--- src/rtl/fetch_pkg.sv ---
`default_nettype none
// ============================================================================
//  Module      : fetch_pkg
//  Description : Shared constants and types for the pipelined fetch unit.
//  Revision    : 1.0 - initial release
// ============================================================================
package fetch_pkg;

    localparam int INST_W         = 32;
    localparam int BYTES_PER_INST = 4;
    localparam int ADDR_W_DEFAULT = 32;

    localparam logic [ADDR_W_DEFAULT-1:0] RESET_PC_DEFAULT = 32'h0000_0000;

    typedef struct packed {
        logic [ADDR_W_DEFAULT-1:0] pc;
        logic [INST_W-1:0]         inst;
    } fetch_entry_t;

endpackage
`default_nettype wire

--- src/rtl/fetch_unit_if.sv ---
`default_nettype none
// ============================================================================
//  Module      : fetch_unit_if
//  Description : Redirect, instruction-memory and decode handshake bundle.
//  Revision    : 1.0 - initial release
// ============================================================================
interface fetch_unit_if #(
    parameter int ADDR_W    = 32,
    parameter int IM_AWIDTH = 10
);
    import fetch_pkg::*;

    logic                  redirect_valid;
    logic [ADDR_W-1:0]     redirect_pc;
    logic                  im_rd_en;
    logic [IM_AWIDTH-1:0]  im_addr;
    logic [INST_W-1:0]     im_rdata;
    logic                  inst_valid;
    logic                  inst_ready;
    logic [INST_W-1:0]     inst;
    logic [ADDR_W-1:0]     inst_pc;
    logic                  err_misalign;

    modport master (
        input  redirect_valid, redirect_pc, im_rdata, inst_ready,
        output im_rd_en, im_addr, inst_valid, inst, inst_pc, err_misalign
    );

    modport slave (
        output redirect_valid, redirect_pc, im_rdata, inst_ready,
        input  im_rd_en, im_addr, inst_valid, inst, inst_pc, err_misalign
    );

endinterface
`default_nettype wire

--- src/rtl/fetch_fifo.sv ---
`default_nettype none
// ============================================================================
//  Module      : fetch_fifo
//  Description : Synchronous prefetch FIFO; flush overrides push and pop.
//  Revision    : 1.0 - initial release
// ============================================================================
module fetch_fifo #(
    parameter int               DEPTH   = 4,
    parameter int               WIDTH   = 64,
    parameter logic [WIDTH-1:0] RST_VAL = '0,
    localparam int              PTR_W   = $clog2(DEPTH),
    localparam int              CNT_W   = PTR_W + 1
) (
    input  wire logic             clk,
    input  wire logic             rst,
    input  wire logic             i_push,
    input  wire logic             i_pop,
    input  wire logic             i_flush,
    input  wire logic [WIDTH-1:0] i_wdata,
    output logic      [WIDTH-1:0] o_rdata,
    output logic      [CNT_W-1:0] o_count,
    output logic                  o_empty,
    output logic                  o_full
);

    logic [WIDTH-1:0] r_mem [DEPTH];
    logic [PTR_W-1:0] r_wr_ptr;
    logic [PTR_W-1:0] r_rd_ptr;
    logic [CNT_W-1:0] r_count;
    logic             w_do_pop;

    assign w_do_pop = i_pop & ~o_empty;

    // Storage is reset too so the head reads a defined value while empty
    always_ff @(posedge clk or posedge rst) begin
        if (rst) begin
            for (int i = 0; i < DEPTH; i++) begin
                r_mem[i] <= RST_VAL;
            end
            r_wr_ptr <= '0;
            r_rd_ptr <= '0;
            r_count  <= '0;
        end else if (i_flush) begin
            r_wr_ptr <= '0;
            r_rd_ptr <= '0;
            r_count  <= '0;
        end else begin
            if (i_push) begin
                r_mem[r_wr_ptr] <= i_wdata;
                r_wr_ptr        <= r_wr_ptr + PTR_W'(1);
            end
            if (w_do_pop) begin
                r_rd_ptr <= r_rd_ptr + PTR_W'(1);
            end
            r_count <= r_count + CNT_W'(i_push) - CNT_W'(w_do_pop);
        end
    end

    assign o_rdata = r_mem[r_rd_ptr];
    assign o_count = r_count;
    assign o_empty = (r_count == '0);
    assign o_full  = (r_count == CNT_W'(DEPTH));

endmodule
`default_nettype wire

--- src/rtl/fetch_unit.sv ---
`default_nettype none
// ============================================================================
//  Module      : fetch_unit
//  Description : Pipelined instruction fetcher with credit-based prefetch.
//  Revision    : 1.0 - initial release
// ============================================================================
module fetch_unit
    import fetch_pkg::*;
#(
    parameter int                ADDR_W     = 32,
    parameter int                IM_AWIDTH  = 10,
    parameter logic [ADDR_W-1:0] RESET_PC   = ADDR_W'(RESET_PC_DEFAULT),
    parameter int                FIFO_DEPTH = 4
) (
    input  wire logic     clk,
    input  wire logic     rst,
    fetch_unit_if.master  bus
);

    localparam int ENT_W = ADDR_W + INST_W;
    localparam int CNT_W = $clog2(FIFO_DEPTH) + 1;

    logic [ADDR_W-1:0] r_pc;
    logic              r_inflight;
    logic [ADDR_W-1:0] r_inflight_pc;
    logic              r_kill;
    logic              r_err;

    logic              w_pop;
    logic              w_push;
    logic              w_issue;
    logic [CNT_W:0]    w_credit;
    logic [CNT_W-1:0]  w_fifo_count;
    logic              w_fifo_empty;
    logic              w_fifo_full;
    logic [ENT_W-1:0]  w_head;
    logic [ADDR_W-1:0] w_redirect_aligned;

    assign w_pop              = ~w_fifo_empty & bus.inst_ready;
    assign w_push             = r_inflight & ~r_kill;
    assign w_redirect_aligned = {bus.redirect_pc[ADDR_W-1:2], 2'b00};

    // Entries that will occupy the FIFO once the current response lands
    assign w_credit = {1'b0, w_fifo_count} - (CNT_W+1)'(w_pop) + (CNT_W+1)'(r_inflight);
    assign w_issue  = ~rst & ~bus.redirect_valid & (w_credit < (CNT_W+1)'(FIFO_DEPTH));

    always_ff @(posedge clk or posedge rst) begin
        if (rst) begin
            r_pc          <= RESET_PC;
            r_inflight    <= 1'b0;
            r_inflight_pc <= RESET_PC;
            r_kill        <= 1'b0;
            r_err         <= 1'b0;
        end else begin
            r_inflight <= w_issue;
            r_kill     <= bus.redirect_valid & r_inflight;
            r_err      <= bus.redirect_valid & (|bus.redirect_pc[1:0]);
            if (bus.redirect_valid) begin
                r_pc <= w_redirect_aligned;
            end else if (w_issue) begin
                r_pc <= r_pc + ADDR_W'(BYTES_PER_INST);
            end
            if (w_issue) begin
                r_inflight_pc <= r_pc;
            end
        end
    end

    fetch_fifo #(
        .DEPTH   (FIFO_DEPTH),
        .WIDTH   (ENT_W),
        .RST_VAL ({RESET_PC, {INST_W{1'b0}}})
    ) u_fifo (
        .clk     (clk),
        .rst     (rst),
        .i_push  (w_push),
        .i_pop   (w_pop),
        .i_flush (bus.redirect_valid),
        .i_wdata ({r_inflight_pc, bus.im_rdata}),
        .o_rdata (w_head),
        .o_count (w_fifo_count),
        .o_empty (w_fifo_empty),
        .o_full  (w_fifo_full)
    );

    assign bus.im_rd_en     = w_issue;
    assign bus.im_addr      = r_pc[IM_AWIDTH+1:2];
    assign bus.inst_valid   = ~w_fifo_empty;
    assign bus.inst         = w_head[INST_W-1:0];
    assign bus.inst_pc      = w_head[ENT_W-1:INST_W];
    assign bus.err_misalign = r_err;

    a_no_overflow: assert property (@(posedge clk) disable iff (rst)
        !(w_push && !w_pop && !bus.redirect_valid && w_fifo_full));

endmodule
`default_nettype wire

--- src/flat_wrapper.sv ---
// flat-port wrapper written by rule: the top's interface ports become plain ports
module fetch_unit_flat import fetch_pkg::*;
#(
    parameter int                ADDR_W     = 32,
    parameter int                IM_AWIDTH  = 10,
    parameter logic [ADDR_W-1:0] RESET_PC   = ADDR_W'(RESET_PC_DEFAULT),
    parameter int                FIFO_DEPTH = 4
)
  (clk, rst, bus_redirect_valid, bus_redirect_pc, bus_im_rdata, bus_inst_ready, bus_im_rd_en, bus_im_addr, bus_inst_valid, bus_inst, bus_inst_pc, bus_err_misalign);
  fetch_unit_if #(.ADDR_W(ADDR_W), .IM_AWIDTH(IM_AWIDTH)) bus_i ();
  input  wire logic clk;
  input  wire logic rst;
  input wire logic [$bits(bus_i.redirect_valid)-1:0] bus_redirect_valid;
  input wire logic [$bits(bus_i.redirect_pc)-1:0] bus_redirect_pc;
  input wire logic [$bits(bus_i.im_rdata)-1:0] bus_im_rdata;
  input wire logic [$bits(bus_i.inst_ready)-1:0] bus_inst_ready;
  output wire logic [$bits(bus_i.im_rd_en)-1:0] bus_im_rd_en;
  output wire logic [$bits(bus_i.im_addr)-1:0] bus_im_addr;
  output wire logic [$bits(bus_i.inst_valid)-1:0] bus_inst_valid;
  output wire logic [$bits(bus_i.inst)-1:0] bus_inst;
  output wire logic [$bits(bus_i.inst_pc)-1:0] bus_inst_pc;
  output wire logic [$bits(bus_i.err_misalign)-1:0] bus_err_misalign;
  assign bus_i.redirect_valid = bus_redirect_valid;
  assign bus_i.redirect_pc = bus_redirect_pc;
  assign bus_i.im_rdata = bus_im_rdata;
  assign bus_i.inst_ready = bus_inst_ready;
  assign bus_im_rd_en = bus_i.im_rd_en;
  assign bus_im_addr = bus_i.im_addr;
  assign bus_inst_valid = bus_i.inst_valid;
  assign bus_inst = bus_i.inst;
  assign bus_inst_pc = bus_i.inst_pc;
  assign bus_err_misalign = bus_i.err_misalign;
  fetch_unit #(.ADDR_W(ADDR_W), .IM_AWIDTH(IM_AWIDTH), .RESET_PC(RESET_PC), .FIFO_DEPTH(FIFO_DEPTH)) u_core (.clk(clk), .rst(rst), .bus(bus_i));
endmodule
--- config.mk ---
export PLATFORM = sky130hd
export DESIGN_NAME = fetch_unit_flat
export DESIGN_NICKNAME = d
export VERILOG_FILES = /design/src/rtl/fetch_pkg.sv /design/src/rtl/fetch_unit_if.sv /design/src/rtl/fetch_fifo.sv /design/src/rtl/fetch_unit.sv /design/src/flat_wrapper.sv
export SDC_FILE = /design/constraint.sdc
export NUM_CORES = 1
export LEC_CHECK = 0
export CAP_MARGIN = 5
export CORE_MARGIN = 2
export CORE_UTILIZATION = 30
export CTS_CLUSTER_DIAMETER = 100
export DETAILED_ROUTE_END_ITERATION = 10
export DONT_BUFFER_PORTS = 1
export PLACE_DENSITY = 0.5
export SYNTH_ARGS = -nofsm -noshare
export SYNTH_HDL_FRONTEND = slang
export SYNTH_HIERARCHICAL = 1
export SYNTH_SLANG_ARGS = --single-unit
export TNS_END_PERCENT = 50
--- constraint.sdc ---
create_clock -name clk -period 12.5 [get_ports clk]
set_input_delay 2.5 -clock clk [delete_from_list [all_inputs] [get_ports clk]]
set_output_delay 2.5 -clock clk [all_outputs]
set_load 0.05 [all_outputs]
-- After elaboration in Yosys (flattened, before gate mapping)
Cells that the tools add are included.
W data, S select, Z words.
- logic and storage cells: 56
- output and inout bits: 77
- input bits: 68
- register bits: 330
- $add $sub $neg: 7
- $lt $le $gt $ge: 4
- reduce and logical (&&, ||, !) cells: 7
- bitwise gates (word level): 13
- muxes and demuxes: 13
- operator list (operator ; number):
    $bwmux W256 ; 1
    $mux W64 ; 3
    $bmux W64 S2 ; 1
    $demux W64 S2 ; 1
    $mux W32 ; 2
    $add A32 B3 Y32 const B ; 1
    $mux W2 ; 4
    $and A1 B1 Y1 ; 7
    $ge A3 B3 Y1 const B ; 2
    $not A2 Y3 ; 2
    $reduce_bool A2 Y1 ; 3
    $add A2 B1 Y2 const B ; 2
    $add A4 B1 Y4 ; 1
    $lt A4 B3 Y1 const B ; 1
    $not A1 Y1 ; 4
    $sub A3 B1 Y4 ; 1
    $add A3 B1 Y3 ; 1
    $logic_not A3 Y1 ; 1
    $lt A3 B1 Y1 const B ; 1
    $mux W3 ; 1
    $sub A3 B1 Y3 ; 1
    $reduce_and A2 Y1 ; 1
    $reduce_or A2 Y1 ; 1
    $logic_and A1 B1 Y1 ; 1

-- Depth between registers and ports, before layout
- depth after elaboration: 9
- depth in mapped cells: 12
- gate-level depth less buffers: 10

-- Cells and area by module
Netlist, hierarchy kept.
- modules (own cells, without submodules) (module ; instances ; cells an instance ; sequential area each (um2) ; area an instance (um2)):
    fetch_fifo ; 1 ; 663 ; 6581.3 ; 11955.2
    fetch_unit ; 1 ; 305 ; 1576.5 ; 3284.4

-- Worst setup path after synthesis
No wires, ideal clock.
- path type: input to output
- start point: input port rst
- end point: output port bus_im_rd_en
- arrival time: 5.424 ns
- required time: 10.000 ns
- stages on the path: 4
- path slack: 4.576 ns
- path buffers: 1
- cells stage by stage: inv_1 -> o2111ai_1 -> a21oi_1 -> buf_2
- longest elaborated chain between the ends: 3
- ends and longest elaborated chain (element ; line ; RTL):
    start, declared ; flat_wrapper.sv:12 ; input wire logic rst;
    $not A1 Y1 ; fetch_unit.sv:45 ; assign w_issue = ~rst & ~bus.redirect_valid & (w_credit < (CNT_W+1)'(FIFO_DEPTH));
    $and A1 B1 Y1 (2 in a row) ; fetch_unit.sv:45 ;
    end, declared ; flat_wrapper.sv:17 ; output wire logic [$bits(bus_i.im_rd_en)-1:0] bus_im_rd_en;
No other way between the ends.

-- Worst setup path in the final report
- start point: input port bus_inst_ready
- end point: output port bus_im_rd_en
- longest elaborated chain between the ends: 5
- ends and longest elaborated chain (element ; line ; RTL):
    start, declared ; flat_wrapper.sv:16 ; input wire logic [$bits(bus_i.inst_ready)-1:0] bus_inst_ready;
    $and A1 B1 Y1 ; fetch_unit.sv:39 ; assign w_pop = ~w_fifo_empty & bus.inst_ready;
    $sub A3 B1 Y4 ; fetch_unit.sv:44 ; assign w_credit = {1'b0, w_fifo_count} - (CNT_W+1)'(w_pop) + (CNT_W+1)'(r_inflight);
    $add A4 B1 Y4 ; fetch_unit.sv:44 ;
    $lt A4 B3 Y1 ; fetch_unit.sv:45 ;
    $and A1 B1 Y1 ; fetch_unit.sv:45 ;
No other way between the ends.

==> flow_summary.json <==
{
  "drive_gt1_share_pct": 40.6,
  "postSynthAreaPerCell_um2": 15.8,
  "p_leak_nw": 7.66,
  "hpwl_um": 21300,
  "slew_viol_final": 0,
  "fmax_mhz": 136,
  "wl_per_cell_um": 21.1,
  "p_int_mw": 2.58,
  "hold_path.class": "flip-flop to flip-flop",
  "rsz0062_at_grt": "false",
  "netlist_instances": 967,
  "postCtsResizedCells": 0,
  "fin_crit_sh_pct": 59.0,
  "postRouteAntennaNets": 0,
  "worstSetupPathType": "input port to output port",
  "swShare_pct": 36.4,
  "min_period_ns": 7.38,
  "worst_slew_pin_slew_ns": 1.17,
  "ctsHoldBuffers": 0,
  "path_clk_slew_ns": 0.06,
  "cts_setup_buffers": 0,
  "cts_tree": "done",
  "route.detailed.drc": 0,
  "p_switching_mw": 1.48,
  "wl_met3_um": 2330,
  "setup_tns_ns": 0,
  "clkPwrFrac_pct": 29.1,
  "rows": 82,
  "worstPathMaxFanout": 32,
  "h-tree-depth": 2,
  "core_um2": 50200,
  "ctsRootBufferMaster": "clkbuf_16",
  "die_w_um": 229,
  "via_per_inst": 4.81,
  "vias": 8006,
  "whs_ns": 0.485,
  "io_pins": 145,
  "wirelength_um": 35100,
  "status": "complete, no violations",
  "top_layer": "met5",
  "antenna_found_initial": 5,
  "ys_warn_count": 6,
  "die_area_um2": 52600,
  "numCtsBuffers": 40,
  "grt_max_degree": 122,
  "finClkSkew_ns": 0.0249,
  "arrival_ns": 4.88,
  "drv_cap": 0,
  "clock_latency_ns": 0.57,
  "max_slew_margin_pct": 22.1,
  "route.met2.wl_um": 15900,
  "drtIter0Drc": 320,
  "grt_pass1_vias": 8762,
  "hold_viol_final": 0,
  "grt_pass1_wl_um": 55800,
  "syn_area_um2": 15200,
  "ir_drop_mv": 0.109,
  "final_nets": 1040,
  "clockBufferDepth": 3,
  "critPathLaunchType": "input port",
  "drt_first_pass_iters": 4,
  "grt_overflow_total": 0,
  "seqPwrFrac_pct": 40.1,
  "required_ns": 10.00,
  "clock-sinks": 326,
  "initial_core_util_pct": 30.4,
  "p_per_area_nw_per_um2": 239,
  "routabilityCongestion": 0.708,
  "end_kind": "output port",
  "die_h_um": 229,
  "finalSetupViolCount": 0,
  "grt.total_usage_pct": 13.8,
  "share_comb_of_total_power_pct": 30.7,
  "io_buffers": 0,
  "m1WireLength_um": 16000,
  "synthToLayoutAreaGrowth_pct": 11.4
}
[area by class of cell]
cell class / count / area, um2
multi-input combinational: 560 / 6410
tap: 672 / 841
fill: 4824 / 33200
sequential: 326 / 8170
timing repair buffer: 15 / 113
clock buffer: 57 / 1150
inverter: 18 / 75.1
clock inverter: 15 / 195
antenna: 2 / 5.00
[worst paths after layout]
check	endpoint	slack [ns]	from	depth (start not counted)
hold / removal	u_core/u_fifo/r_mem[44]	0.49	u_core/u_fifo/r_mem[44]	1
min in group asynchronous	u_core/u_fifo/r_mem[128]	1.90	rst	1
max in group asynchronous	u_core/u_fifo/r_mem[95]	8.15	rst	3
hold reg to reg	u_core/u_fifo/r_mem[44]	0.49	u_core/u_fifo/r_mem[44]	1
setup reg to reg	u_core/r_inflight_pc[19]	8.99	u_core/u_fifo/o_count[1]	10
setup / recovery	bus_im_rd_en	5.12	bus_inst_ready	8
[sequential cells by signal, summed over array words and instances, names as in the netlist]
name / flops
u_core/r_inflight_pc: 30
u_core/u_fifo/o_count: 3
u_core/r_kill: 1
u_core/r_pc: 30
u_core/u_fifo/r_mem: 256
u_core/u_fifo/r_rd_ptr: 2
u_core/r_inflight: 1
u_core/bus.err_misalign: 1
u_core/u_fifo/r_wr_ptr: 2
[critical path: stages]
cell     delay [ns]
nor2b_1        0.25
ha_1           0.20
inv_1          0.04
ha_1           0.25
and3b_1        0.18
or4b_4         0.72
a21oi_4        0.20
buf_4          0.51
[cells in the final DEF (no fill, tap or decap), drive strengths merged, types with 6 or more instances in the layout]
| cell | count |
|---|---|
| a2111oi | 9 |
| a211oi | 7 |
| a21oi | 8 |
| buf | 15 |
| clkbuf | 57 |
| clkinv | 6 |
| conb | 8 |
| dfrtp | 326 |
| ha | 10 |
| inv | 21 |
| mux2 | 292 |
| mux4 | 64 |
| nand2 | 37 |
| nand3 | 11 |
| nand4 | 6 |
| nor2 | 17 |
| o21ai | 16 |
| xnor2 | 19 |
[per-layer routing]
metal | track usage (%) | up-vias
met5 | 0 | -
met4 | 4.36 | 8
met3 | 4.12 | 66
met2 | 21.4 | 192
met1 | 18.5 | 4190
li1 | - | 3550
[power groups by stage]
| stage | Clock (mW) | Sequential (mW) | Combinational (mW) |
|---|---|---|---|
| 2_1_floorplan | 0 | 1.53 | 1.17 |
| 3_3_place_gp | 0 | 1.64 | 1.25 |
| 3_5_place_dp | 0 | 1.65 | 1.27 |
| 4_1_cts | 1.23 | 1.63 | 1.27 |
| 5_1_grt | 1.27 | 1.68 | 1.32 |
| 6_report | 1.18 | 1.63 | 1.25 |
[metrics by stage]
step                      power (mW)  setup WS [ns]  std cells  utilization, %  cell area (um2)
final                           4.06           5.12       1665            33.8            17000
after detailed placement        2.92           5.14       1591            31.1            15600
after global routing            4.28           5.03       1664            33.8            17000
after CTS                       4.13           5.14       1663            33.8            17000
after floorplan                 2.70           2.76        974               -            15300
after global placement          2.89           5.15       1591            31.1            15600
(Power assumes the default switching activity.)
==> edit: new RTL, same settings <==
Set the package constant `INST_W` to 16 (it was 32).
--- a/src/rtl/fetch_pkg.sv
+++ b/src/rtl/fetch_pkg.sv
@@ -8,3 +8,3 @@
 
-    localparam int INST_W         = 32;
+    localparam int INST_W         = 16;
     localparam int BYTES_PER_INST = 4;
Ports: changed (resized bus_im_rdata and bus_inst); port bits go from 145 to 113. No check against the original RTL was run, so the function may have changed too.
==> edit against the original RTL <==
Routed wire length fell by 20%; worst setup slack better by 0.14 ns; sequential cell count shrank 64; cell area fell by 20%; synthesized cell count is 16% lower; critical endpoint unchanged; power decreased by 21%; combinational power down 24%; area after synthesis shrank 20%.
==> edit: results (changes against the original RTL) <==
Worst-path clk slew 0.05 ns; routability cong. 0.702 (-0.81%); critical path startpoint bus_inst_ready; routed length per instance 20.8 um (-1.5%); number of gates resized after CTS 0 (unchanged); number of global-route vias before repair 6951 (-21%); DR vias 6632 (-17%); Peak supply drop 0.104 mV (-4.6%); worst-path fanout max 26 (-19%); r2r setup slk 8.66 ns (-0.33 ns); Worst R2R End u_core/r_inflight_pc[30]; LEAKAGE 6.01 nW (-22%); clk_lat worst skew 0.57 ns (about the same); first-pass GRT wire length 43.9 mm (-21%); # fillers 3934 (-18%); antenna violations before repair 4 (-1); HP Class flip-flop to flip-flop; nets 866 (-17%); placed inst area 12500 um^2 (-20%); total routed wirelength 28.2 mm (-20%); Pre-antenna DRT Iters 4 (unchanged); CP endpoint bus_im_rd_en; synthesized area per cell 14.9 um^2 (-5.2%); Slew HR 27.3% (+5.2 points); PD cells 236 nW/um^2 (-1.5%); CTS Buf Count 31 (-23%); Max H-tree Level 1 (-1); Clock Skew 0.0120 ns (-0.0128 ns); layout cell share with drive strength beyond 1 41.3% (+0.74 points); maximum number of pins on one net before global-route repair 127 (+4.1%); DP Cell Count 1295 (-19%); HPWL after DPL 17.8 mm (-16%); biggest regs u_core/u_fifo/r_mem (192), u_core/r_inflight_pc (30), u_core/r_pc (30); status finished clean; GRT Util Overall 13.6% (-0.15 points)
-- edit: cell count changes in the layout (fill, tap and decap cells not counted), sizes merged --
cell and change:
and2b -3, buf -5, bufinv -1, clkbuf -7
clkinv -4, clkinvlp -1, dfrtp -64, inv -1
mux2 -64, mux4 -16, nor2b +3
-- edit: area by class of cell --
type	count	share of cell area, %
well taps	525	4.84
multi-input cells	480	37.9
inverters	18	0.553
diodes	2	0.0369
repair buffers	10	0.553
clock buffers	50	7.05
clock inverters	8	0.756
flip-flops and latches	262	48.3
-- edit: power by group --
group	switching [mW]	internal, mW	leakage, nW
clock	0.365	0.562	0.516
sequential	0.217	1.10	3.40
combinational	0.575	0.380	2.09
total	1.16	2.04	6.01
-- edit: per-layer routing --
layer  routed length (um)  track usage [%]  share of wire [%]
met5                   40                0               0.14
met4                  415             3.06                1.5
met3                 2020             4.58                7.2
met2                13400             21.9                 48
met1                12300             17.8                 44
-- edit: critical path: stages --
cell and delay (ns):
nor2b_1 0.22, ha_1 0.18, inv_1 0.04, ha_1 0.25, and3b_1 0.18, or4b_4 0.71
a21oi_4 0.64
-- edit: through the flow --
step                      total power, mW  setup WS [ns]
after floorplan                      2.13           4.57
after global placement               2.29           5.27
after detailed placement             2.31           5.26
after CTS                            3.26           5.26
after global routing                 3.37           5.13
final                                3.20           5.26
-- edit: worst min path at each step --
stage | from | to | slack [ns] | depth (start not counted)
after global placement | u_core/u_fifo/r_mem[145] | u_core/u_fifo/r_mem[145] | 0.47 | 1
after detailed placement | u_core/u_fifo/r_mem[146] | u_core/u_fifo/r_mem[146] | 0.48 | 1
after CTS | u_core/u_fifo/r_mem[146] | u_core/u_fifo/r_mem[146] | 0.49 | 1
after floorplan | u_core/u_fifo/r_mem[16] | u_core/u_fifo/r_mem[16] | 0.46 | 1
final | u_core/u_fifo/r_mem[146] | u_core/u_fifo/r_mem[146] | 0.49 | 1
after global routing | u_core/u_fifo/r_mem[104] | u_core/u_fifo/r_mem[104] | 0.51 | 1
